<file path="src/rtl/uart_tx_sched_pkg.sv">
// Shared constants and state encoding for the UART transmit scheduler.
package uart_tx_sched_pkg;

  typedef enum logic [1:0] {
    IDLE  = 2'd0,
    GRANT = 2'd1,
    RUN   = 2'd2
  } state_e;

  // Index of the stop bit; bits are 0 start, 1..8 data, 9 stop.
  localparam int unsigned BIT_LAST     = 9;
  // 50 MHz / 9600 baud.
  localparam int unsigned BAUD_DIV_DEF = 5208;

endpackage

</file>
<file path="src/rtl/uart_baud_gen.sv">
// Baud and bit counters for one UART frame. While run is high the baud
// counter sweeps 0..BAUD_DIV-1; tx_bit_flag marks each counter==0 cycle.
// run is high in the grant cycle (to preload the first flag) and in every
// RUN cycle except the last one, which the caller learns from frame_done.
module uart_baud_gen
  import uart_tx_sched_pkg::*;
#(
  parameter int unsigned BAUD_DIV = BAUD_DIV_DEF
) (
  input  logic       sclk,
  input  logic       rst,
  input  logic       run,
  output logic       tx_bit_flag,
  output logic [3:0] tx_bit_cnt,
  output logic       frame_done
);

  localparam int unsigned   CW        = (BAUD_DIV > 1) ? $clog2(BAUD_DIV) : 1;
  localparam logic [CW-1:0] BAUD_LAST = CW'(BAUD_DIV - 1);

  logic [CW-1:0] baud_q, baud_d;
  logic [3:0]    bit_q, bit_d;
  logic          active_q, active_d;
  logic          flag_q, flag_d;
  logic          wrap;

  // active_q: the current cycle is a RUN cycle of the frame
  assign wrap       = active_q && (baud_q == BAUD_LAST);
  assign frame_done = wrap && (bit_q == 4'(BIT_LAST));

  // Next counter values; flag is registered so it lines up with counter==0
  always_comb begin
    baud_d   = '0;
    bit_d    = '0;
    active_d = run;
    flag_d   = 1'b0;
    if (run && active_q) begin
      baud_d = wrap ? '0 : baud_q + 1'b1;
      bit_d  = wrap ? bit_q + 4'd1 : bit_q;
    end
    flag_d = run && (baud_d == '0);
  end

  // Counter registers with synchronous reset
  always_ff @(posedge sclk) begin
    if (rst) begin
      baud_q   <= '0;
      bit_q    <= '0;
      active_q <= 1'b0;
      flag_q   <= 1'b0;
    end else begin
      baud_q   <= baud_d;
      bit_q    <= bit_d;
      active_q <= active_d;
      flag_q   <= flag_d;
    end
  end

  assign tx_bit_flag = flag_q;
  assign tx_bit_cnt  = bit_q;

endmodule

</file>
<file path="src/rtl/uart_tx_sched.sv">
// Two-requester round-robin scheduler feeding one UART transmitter.
// IDLE samples requests, GRANT acks the winner and launches the frame,
// RUN lasts exactly 10*BAUD_DIV cycles driven by uart_baud_gen.
module uart_tx_sched
  import uart_tx_sched_pkg::*;
#(
  parameter int unsigned BAUD_DIV = BAUD_DIV_DEF
) (
  input  logic       sclk,
  input  logic       rst,
  input  logic       req0,
  input  logic [7:0] data0,
  output logic       ack0,
  input  logic       req1,
  input  logic [7:0] data1,
  output logic       ack1,
  output logic       po_flag,
  output logic [7:0] po_data,
  output logic       tx_bit_flag,
  output logic [3:0] tx_bit_cnt,
  output logic       busy
);

  state_e     state_q, state_d;
  logic       ack0_q, ack0_d, ack1_q, ack1_d;
  logic       po_flag_q, po_flag_d;
  logic       busy_q, busy_d;
  logic       last_q, last_d;   // requester granted most recently
  logic [7:0] po_data_q, po_data_d;
  logic       run, frame_done, sel1;

  // Requester 1 wins when alone, or when both ask and 0 won last time
  assign sel1 = req1 && (!req0 || !last_q);
  assign run  = (state_q == GRANT) || ((state_q == RUN) && !frame_done);

  uart_baud_gen #(.BAUD_DIV(BAUD_DIV)) u_baud (
    .sclk        (sclk),
    .rst         (rst),
    .run         (run),
    .tx_bit_flag (tx_bit_flag),
    .tx_bit_cnt  (tx_bit_cnt),
    .frame_done  (frame_done)
  );

  // Next-state and registered-output logic
  always_comb begin
    state_d   = state_q;
    ack0_d    = 1'b0;
    ack1_d    = 1'b0;
    po_flag_d = 1'b0;
    busy_d    = busy_q;
    last_d    = last_q;
    po_data_d = po_data_q;
    case (state_q)
      IDLE: begin
        if (req0 || req1) begin
          state_d   = GRANT;
          ack0_d    = !sel1;
          ack1_d    = sel1;
          po_flag_d = 1'b1;
          busy_d    = 1'b1;
          last_d    = sel1;
          po_data_d = sel1 ? data1 : data0;
        end
      end
      GRANT: state_d = RUN;
      RUN: begin
        if (frame_done) begin
          state_d = IDLE;
          busy_d  = 1'b0;
        end
      end
      default: state_d = IDLE;
    endcase
  end

  // State and output registers; pointer resets to 1 so req0 wins first
  always_ff @(posedge sclk) begin
    if (rst) begin
      state_q   <= IDLE;
      ack0_q    <= 1'b0;
      ack1_q    <= 1'b0;
      po_flag_q <= 1'b0;
      busy_q    <= 1'b0;
      last_q    <= 1'b1;
      po_data_q <= '0;
    end else begin
      state_q   <= state_d;
      ack0_q    <= ack0_d;
      ack1_q    <= ack1_d;
      po_flag_q <= po_flag_d;
      busy_q    <= busy_d;
      last_q    <= last_d;
      po_data_q <= po_data_d;
    end
  end

  assign ack0    = ack0_q;
  assign ack1    = ack1_q;
  assign po_flag = po_flag_q;
  assign busy    = busy_q;
  assign po_data = po_data_q;

endmodule

</file>
<file path="config.mk">
export PLATFORM = sky130hd
export DESIGN_NAME = uart_tx_sched
export DESIGN_NICKNAME = d
export VERILOG_FILES = /design/src/rtl/uart_tx_sched_pkg.sv /design/src/rtl/uart_baud_gen.sv /design/src/rtl/uart_tx_sched.sv
export SDC_FILE = /design/constraint.sdc
export NUM_CORES = 1
export LEC_CHECK = 0
export ABC_AREA = 1
export BUFFER_PORTS_ARGS = -buffer_cell sky130_fd_sc_hd__buf_4
export CORE_AREA = 2 2 73 75
export DETAILED_ROUTE_END_ITERATION = 8
export DIE_AREA = 0 0 75 77
export PLACE_DENSITY = 0.56
export SETUP_SLACK_MARGIN = 0.3
export SLEW_MARGIN = 25
export SYNTH_ARGS = -nofsm -noshare
export SYNTH_HDL_FRONTEND = slang
export SYNTH_SLANG_ARGS = --single-unit
</file>
<file path="constraint.sdc">
create_clock -name sclk -period 3.2 [get_ports sclk]
set_input_delay 0.16 -clock sclk [delete_from_list [all_inputs] [get_ports sclk]]
set_output_delay 0.16 -clock sclk [all_outputs]
set_load 0.1 [all_outputs]
</file>
======== Word level (Yosys, flattened, before mapping) ========
Cells that the tools add are included.
operators by class
  multiplexer cells ....................... 10
  bitwise gates (word level) .............. 3
  add/subtract/negate cells ............... 2
  eq/ne operators ......................... 6
  reduce and logical (&&, ||, !) cells .... 22
operators by type and width
  cell                   number
  $mux 13                2
  $add 13x1->13 const B  1
  $eq 13x13->1 const B   1
  $logic_not 13->1       1
  $mux 8                 1
  $logic_and 1x1->1      6
  $pmux 2 s3             1
  $add 4x1->4 const B    1
  $eq 4x4->1 const B     1
  $logic_not 1->1        4
  $mux 2                 2
  $ne 2x2->1 const B     2
  $reduce_and 2->1       2
  $reduce_or 2->1        2
  $logic_or 1x1->1       3
  $mux 1                 3
  $not 1->1              3
  $reduce_and 3->1       1
  $reduce_or 3->1        1
  $eq 2x1->1 const B     1
  $eq 2x2->1 const B     1
  $logic_not 2->1        1
  $pmux 1 s2             1
  $reduce_bool 2->1      1
storage, ports and cells
  output and inout port bits .............. 17
  bits of input ports ..................... 20
  flip-flop bits (word level) ............. 34

======== Longest topological paths before layout ========
Gate-level depths: netlist (run 1).
  depth after elaboration ................. 10
  gate-level depth with buffers ........... 12

======== By module ========
From an unflattened synthesis (run 1), not the netlist that was laid out.
second synthesis, totals
  cells, all modules ...................... 267
  area total of the unflattened synthesis .. 1788.0 µm²
modules (own cells, without submodules)
  module         times used  cells an instance  area an instance (µm²)
  uart_baud_gen  1           164                1053.5
  uart_tx_sched  1           103                734.5

======== Worst setup path after synthesis (run 1) ========
Ideal clock, no wire load.
  path kind ............................... reg-to-reg
  from .................................... register u_baud.bit_q[1], in the netlist u_baud.tx_bit_cnt[1]
  to ...................................... register u_baud.bit_q[0], in the netlist u_baud.tx_bit_cnt[0]
  period minus slack after synthesis ...... 2147 ps
  setup slack ............................. 1053 ps
  required time ........................... 3136 ps
  arrival time ............................ 2083 ps
  stages on the path, launching flop included .. 12
  library setup time ...................... 64 ps
  path buffers ............................ 1
  path through ............................ dfxtp_1 inv_1 ha_1 and3_1 nand3_1 nand2_1 nand2_2 nand2_2 inv_2 nand2_4 buf_12 nor2_2
on the way
  cells in the longest elaborated chain, start to end .. 8
ends and longest elaborated chain
  element                    RTL line             text
  start: declaration         uart_baud_gen.sv:22  logic [3:0] bit_q, bit_d;
  start signal: assignment   uart_baud_gen.sv:53  bit_q <= bit_d;
  $eq 4x4->1                 uart_baud_gen.sv:29  assign frame_done = wrap && (bit_q == 4'(BIT_LAST));
  $logic_and 1x1->1          uart_baud_gen.sv:29
  $logic_not 1->1            uart_tx_sched.sv:34  assign run = (state_q == GRANT) || ((state_q == RUN) && !frame_done);
  $logic_and 1x1->1          uart_tx_sched.sv:34
  $logic_or 1x1->1           uart_tx_sched.sv:34
  $logic_and 1x1->1          uart_baud_gen.sv:37  if (run && active_q) begin
  $not 1->1 (no line)        -
  $reduce_or 2->1 (no line)  -
No other way between the ends.
A chain may end at the register's enable or synchronous reset.

======== Worst setup path in the final report (run 1) ========
  from .................................... register u_baud.baud_q[0]
  to ...................................... register u_baud.bit_q[1], in the netlist u_baud.tx_bit_cnt[1]
on the way
  cells in the longest elaborated chain, start to end .. 9
ends and longest elaborated chain
  element                    RTL line             text
  start: declaration         uart_baud_gen.sv:21  logic [CW-1:0] baud_q, baud_d;
  start signal: assignment   uart_baud_gen.sv:52  baud_q <= baud_d;
  $eq 13x13->1 (*)           uart_baud_gen.sv:28  assign wrap = active_q && (baud_q == BAUD_LAST);
  $logic_and 1x1->1 (*)      uart_baud_gen.sv:28
  $logic_and 1x1->1          uart_baud_gen.sv:29
  $logic_not 1->1            uart_tx_sched.sv:34
  $logic_and 1x1->1          uart_tx_sched.sv:34
  $logic_or 1x1->1           uart_tx_sched.sv:34
  $logic_and 1x1->1          uart_baud_gen.sv:37
  $not 1->1 (no line)        -
  $reduce_or 2->1 (no line)  -
Every way passes the cells marked *; elsewhere a longest branch is shown, timed or not.

==> results of run 1 <==
sequential cells by signal, summed over array words and instances, names as in the netlist:
signal and cells:
busy 1, po_flag 1, ack0 1, ack1 1, po_data 8, state_q 2
last_q 1, u_baud.active_q 1, u_baud.tx_bit_flag 1, u_baud.tx_bit_cnt 4, u_baud.baud_q 13
layout make-up:
class | instances | area share, %
multi-input combinational | 170 | 40.22
sequential | 34 | 33.15
timing repair buffer | 36 | 13.16
tap | 70 | 4.266
inverter | 22 | 4.022
clock buffer | 7 | 3.717
clock inverter | 1 | 1.463
worst max-delay path, stage by stage, from the launching register on:
cell,delay (ps)
dfxtp_1,390
ha_1,280
nand2_1,100
nor2_1,180
nand3_1,140
nand2_1,100
nand2_2,90
nand2_2,90
inv_2,60
nand2_4,190
a21oi_1,60
worst paths after layout:
check | start | end | slack (ps) | depth (start not counted)
setup / recovery | u_baud.baud_q[0] | u_baud.tx_bit_cnt[1] | 1390 | 10
hold / removal | data1[7] | po_data[7] | 70 | 3
setup reg to reg | u_baud.baud_q[0] | u_baud.tx_bit_cnt[1] | 1390 | 10
hold reg to reg | last_q | last_q | 500 | 2
through the flow:
stage               setup WS (ps)  total power (W)
CTS                          1376         0.001119
global placement             1413        0.0007319
floorplan                    1053        0.0006676
detailed placement           1405        0.0007298
global route                 1222         0.001149
finish                       1392         0.001111
cell usage after synthesis:
library cell   n
xnor2_1        1
clkbuf_1       1
dfxtp_1       34
nand4_1        5
nor2_1        35
nor3_1         3
a21oi_1        3
xor2_1         6
and3_1         1
inv_1         20
nand3_1       17
or2_0          1
nor2_2        11
or2_2          1
nand2_2        3
o21ai_0       10
a31oi_1        7
nand2_4        1
buf_12         1
o311ai_0       1
nand2_1       61
ha_1           3
inv_2          2
report_power, final:
group          internal, W  leakage [nW]  switching (W)
clock network     0.000233        0.0524       0.000158
logic            0.0000573         0.539       0.000198
registers         0.000449         0.278      0.0000150
total             0.000740         0.869       0.000371
metal layers:
metal  share of wire (%)  global-route usage [%]  vias up
met5                   0                       0        -
li1                    -                       -      813
met2                  46                   22.11       46
met1                  46                   17.80      688
met3                 6.3                   3.679        5
met4                 1.7                   5.357        0
cells by family after synthesis:
group	Yosys count	synth area share, %
adders and majority gates	3	2.328
and+or+nand+nor	139	37.78
AOI/OAI and AO/OA	21	7.292
DFF	34	42.20
xor gates and xnor gates	7	3.801
buffers and inverters	24	6.594
cells in the final DEF, fill, tap and decap left out, drive strengths merged:
master / instances
a21oi: 3
a31oi: 7
and3: 1
buf: 36
bufinv: 1
clkbuf: 7
dfxtp: 34
ha: 3
inv: 22
nand2: 65
nand3: 17
nand4: 5
nor2: 46
nor3: 3
o21ai: 10
o311ai: 1
or2: 2
xnor2: 1
xor2: 6
==> results.md, run 1 <==
Synth:
- Dividing the synthesized area by the synthesized cell count gives 7.074 µm².
- The synthesis warning total is 0.
- The share of the Yosys chip area taken by registers is between 40% and 50%.
- Synthesis produced a netlist whose cell count is about 230.
- The number of nets in the synthesized netlist is between 200 and 300.
- The synthesized netlist occupies a cell area of 1613 µm².
- The number of distinct library cells after synthesis is 23.
- After synthesis, the largest area contributor takes up 42.20% of total cell area.
- The total of flip-flops plus latches after synthesis is 34.
- Ranked by total cell area, the synthesized netlist is headed by dfxtp_1 42%, nand2_1 14%, nor2_1 8.1%, nand3_1 5.3%, inv_1 4.7%.
- dfxtp_1 takes more of the synthesized area than any other cell.

Status:
- The flow ran to the end, and the final reports show no timing, DRC or antenna violations.

Timing:
- The final cycle utilization of the critical path is approximately 56%.
- Clock skew on the completed layout was measured at approximately 12 ps.
- The worst hold margin is 71.27 ps.
- The minimum clock period is 1808 ps.
- Headroom to the max-slew limit came out at 73.76%.
- For the final routed database, the setup TNS stands at 0 ps.
- The slew at the pin closest to its max-slew limit is 389.5 ps.
- Setup violations remaining at the end of the flow were counted as 0.
- The number of endpoints with negative hold slack in the final report is 0.
- Derived from the worst setup path, the maximum achievable clock frequency is approximately 550 MHz.
- The number of max-slew violations in the final report is 0.
- Setup repair after global routing left no endpoint under its margin.

Layout:
- The final core utilization is between 40% and 50%.
- The register area is between 600 and 700 µm².
- The number of antenna diodes in the final layout is 0.
- The count of nets after finishing is ~300.
- The share of cells above drive strength 1 is 22.22%.
- The multi-input combinational cells in the finished layout cover a total of 825.8 µm².
- The layout has 539 filler cells.
- The growth of design area from synthesis to finish is 27.31%.
- The finished cells cover slightly above 2000 µm².
- After the flow finishes, the layout carries non-filler instances totaling 340.

Clock network:
- The tree is rooted in a clkbuf_8.
- The number of buffers inserted by post-CTS setup repair is 0.
- The post-CTS clock slew at the launch and capture registers of the worst setup and hold paths is 80 ps.
- TritonCTS built the clock tree.
- The count of H-tree levels built during CTS is 2.
- The number of gates resized after CTS was 0.
- The maximum root-to-sink buffer count is 2.
- The sink count of the clock tree is 34.
- The hold buffer count at CTS is 0.
- The number of buffers added by the clock tree synthesis step is 5.
- The clock reaches the later pin of the worst-skew pair after 290 ps.

Setup path:
- Of all nets on the critical path, the largest fanout is 15.
- The kind of critical path is reg2reg.
- At the worst endpoint, the arrival time is roughly 2000 ps.
- The required time reported for the critical path endpoint is 3360 ps.
- The endpoint kind of the worst setup timing path is a flop.
- The startpoint class of the critical path is a flop.

Global routing:
- After global routing the overflow that remains totals 0.
- The number of global-route vias before repair is 1453.
- The initial antenna violation count is 0.
- For this run, the total global-route usage over all layers was measured as roughly 14%.
- The largest net degree at the start of global routing is 16.
- The global-route wire length before repair is 6251 µm.

Detailed routing:
- The first-pass iteration count of the detailed router is 4.
- The post-detailed-route DRC marker count is 0.
- The total wire length after detailed routing is 3714 µm.
- The detailed router finished its first iteration with 99 violations.
- Using the TritonRoute via totals, the vias-per-cell ratio works out to 4.565.
- The routed length per instance is 10.92 µm.
- Summing over every cut layer, the via total after detailed routing is 1552.
- The count of nets left with antenna violations once routing finished came out at 0.

Floorplanning:
- The die is 77 µm tall.
- For this configuration, the core starts out at a cell density of 32.40%.
- The area of the core is 4977 µm².
- The die width is between 70 and 80 µm.
- The floorplan step defined a die boundary enclosing 5775 µm².
- The number of rows created at floorplan is 26.
- During I/O placement, the number of pins put on the boundary was 37.

Hold path:
- The worst min-delay path category is in2reg.

Job:
- The count of max-cap constraint violations is 0.

Power:
- The maximum vdd ir drop is between 400 and 500 µV.
- Dividing total power by cell area gives a power density of 541.0 nW/µm².
- In this run the static leakage power is slightly below 0.9 nW.

Place:
- The congestion estimate from routability-driven global placement came to about 0.92.
- The number of buffers inserted by port buffering is 36.
- The total placed cells including tap cells is 332.
- The detailed placement HPWL is roughly 2800 µm.
- Summing all placed instances gives a cell area of between 1500 and 2000 µm².
Note: power is estimated with default switching activity, not from simulation.
==> run 2: changes to the inputs <==
==> constraint.sdc (replaced) <==
create_clock -name sclk -period 1.8 [get_ports sclk]
set_input_delay 0.09 -clock sclk [delete_from_list [all_inputs] [get_ports sclk]]
set_output_delay 0.09 -clock sclk [all_outputs]
set_load 0.1 [all_outputs]
==> run 2 against run 1 <==
Register-to-register slack got worse by 1100 ps. Largest power group unchanged. Critical path type unchanged. Clock power rose by 51%. Highest routed layer unchanged. Critical endpoint is now u_baud.baud_q[12]. Wire length rose by 18%. Largest cell class unchanged. Clock skew fell by 4.8 ps.
==> results.md, run 2 (same netlist as run 1, synthesis figures left out) <==
Setup path:
- In this run the worst path has a maximum fanout of 4.
- For the worst setup path, the data required time is 2020 ps.
- The flop-to-flop setup slack is 320 ps.
- The endpoint kind of the worst setup timing path is a flop.
- The startpoint class of the critical path is a flop.
- The arrival time of data at the critical path endpoint is about 1700 ps.
- The kind of critical path is reg2reg.

Layout:
- The library cells used most frequently in the layout, excluding fill and tap cells, are 55 x nand2_1, 47 x buf_4, 25 x nor2_1.
- Leaving out fill and tap cells, the most frequent cell in the layout is nand2_1.
- In the final design database the tool counted about 310 nets.
- The number of flip-flops in the largest register is 13.
- Once layout is done, the placed cells without fillers occupy between 2000 and 2500 µm².
- Counting flops per register, the top entry is u_baud.baud_q.
- Across the whole layout, storage elements account for 719.4 µm².
- The antenna cell count is 0.
- The growth of design area from synthesis to finish is 50.35%.
- The share of cells above drive strength 1 is a little over two fifths.
- The area of the multi-input gates is approximately 1000 µm².
- The filler cells instantiated in the layout total approximately 500.

Clock network:
- The maximum root-to-sink buffer count is 2.
- TritonCTS built the clock tree.
- The clock reaches the later pin of the worst-skew pair after 290 ps.
- The post-CTS clock slew at the launch and capture registers of the worst setup and hold paths is 70 ps.
- The sink count of the clock tree is 34.
- The master cell of the clock root buffer is clkbuf_8.
- The number of buffers added by the clock tree synthesis step is 5.
- In this run the number of H-tree levels came out at 2.

Floorplanning:
- The die covers 5775 µm².
- The number of rows created at floorplan is 26.
- Measured along the x axis, the die boundary spans 75 µm.
- The die height is between 70 and 80 µm.
- For this configuration, the core starts out at a cell density of 32.40%.
- The area of the core is roughly 5000 µm².
- 37 I/O pins were placed.

Timing:
- The aggregate negative setup slack is 0 ps.
- In this run the tightest slew margin relative to its limit is 77.58%.
- Timing would allow up to 676.8 MHz.
- The count of final setup violators is 0.
- The minimum clock period is 1477 ps.
- The final cycle utilization of the critical path is 82.08%.
- The number of max-slew violations in the final report is 0.
- The largest clock skew in the final design is 6.708 ps.
- Setup repair after global routing could not meet its margin everywhere.
- The slew at the pin closest to its max-slew limit is between 300 and 400 ps.
- The number of endpoints with negative hold slack in the final report is 0.

Detailed routing:
- The routed length per instance is 12.29 µm.
- The post-route antenna net violation count is 0.
- The post-detailed-route DRC marker count is 0.
- After detailed routing, the number of vias per cell comes to around 4.6.
- The first-pass iteration count of the detailed router is 5.
- The first routing iteration left about 160 violations.
- The total via count in the routed design is 1653.
- The total wire length after detailed routing is 4389 µm.

Global routing:
- For this run the aggregate overflow at the end of global routing stands at 0.
- The number of global-route vias before repair came to 1545.
- The global-route wire length before repair is 6989 µm.
- The initial antenna violation count is 0.
- Across every metal layer, demand over resource in global routing totals 15.65%.
- Entering global routing, the biggest net connects 16 pins.

Place:
- The detailed placement HPWL is 2921 µm.
- Input and output buffers added on the ports amount to 36.
- The area after detailed placement is 2024 µm².
- The congestion estimate from routability-driven global placement came to 0.8632.

Hold path:
- The worst min-delay path category is in2reg.

Power:
- In this run the static leakage power is 0.9899 nW.
- The share of total power dissipated in the clock network is 31.1%.
- The design internal power is 0.001214 W.
- The switching power as a share of total power is 35.93%.
- Power spread over the standard cell area amounts to 781.5 nW/µm².
- VDD sags by at most 654.4 µV.
- The reported net switching power is between 0.0006 and 0.0007 W.
- The combinational share of power is 26.2%.
- The sequential group share of total power is 42.7%.

Status:
- The flow ran to the end, and the final reports show no timing, DRC or antenna violations.

Job:
- The count of max-cap constraint violations is 0.
run 2: metrics by stage:
stage | power, W | util (%) | setup WS (ps) | hold WS (ps) | std cells
after floorplan | 0.001182 | - | 184.1 | 162.4 | 228
after global placement | 0.001302 | 40.67 | 203.1 | 296.2 | 337
after detailed placement | 0.001300 | 40.67 | 217.2 | 300.2 | 337
after CTS | 0.001904 | 44.52 | 298.9 | 12.62 | 350
after global routing | 0.001975 | 48.72 | 219.4 | 15.91 | 357
final | 0.001895 | 48.72 | 322.5 | 14.54 | 357
run 2: layout make-up:
type	count	share of cell area [%]
sequential	34	29.67
clock buffer	7	3.560
tap	70	3.612
timing repair buffer	52	16.77
clock inverter	1	0.2064
multi-input combinational	171	42.47
inverter	22	3.715
run 2: worst paths after layout:
path                            depth (start not counted)              start           endpoint
worst max-delay path                                    9  u_baud.baud_q[10]  u_baud.baud_q[12]
worst min-delay path                                    3           data0[7]         po_data[7]
worst max register to register                          9  u_baud.baud_q[10]  u_baud.baud_q[12]
worst min register to register                          2             last_q             last_q
run 2: routing by layer:
metal,vias up,share of wire (%),GRT usage [%]
li1,849,-,-
met1,737,42,20.06
met2,62,50,24.12
met3,5,6.7,4.599
met4,0,1.1,6.429
met5,-,0,0
run 2: worst max-delay path, stage by stage (launching register included):
cell,delay (ps)
dfxtp_1,410
nand2_1,110
nor2_1,230
nand3_2,100
nand2_2,90
nand2_2,50
nor2_2,130
nand3_2,90
buf_4,130
nor2_1,70
run 2: power groups by stage:
stage | Sequential [W] | Clock, W | Combinational [W]
floorplan | 0.00109 | 0 | 0.0000928
global placement | 0.000833 | 0 | 0.000469
detailed placement | 0.000833 | 0 | 0.000467
CTS | 0.000817 | 0.000601 | 0.000486
global route | 0.000816 | 0.000635 | 0.000524
finish | 0.000809 | 0.000590 | 0.000496
run 2: what timing repair did:
action,4_1_cts,5_1_grt
buffers inserted,2,7
hold buffers,2,0
pin swaps,8,20
setup endpoints to repair,16,22
gates cloned,1,0
gates resized for setup,15,48
endpoints found under the hold margin,2,0
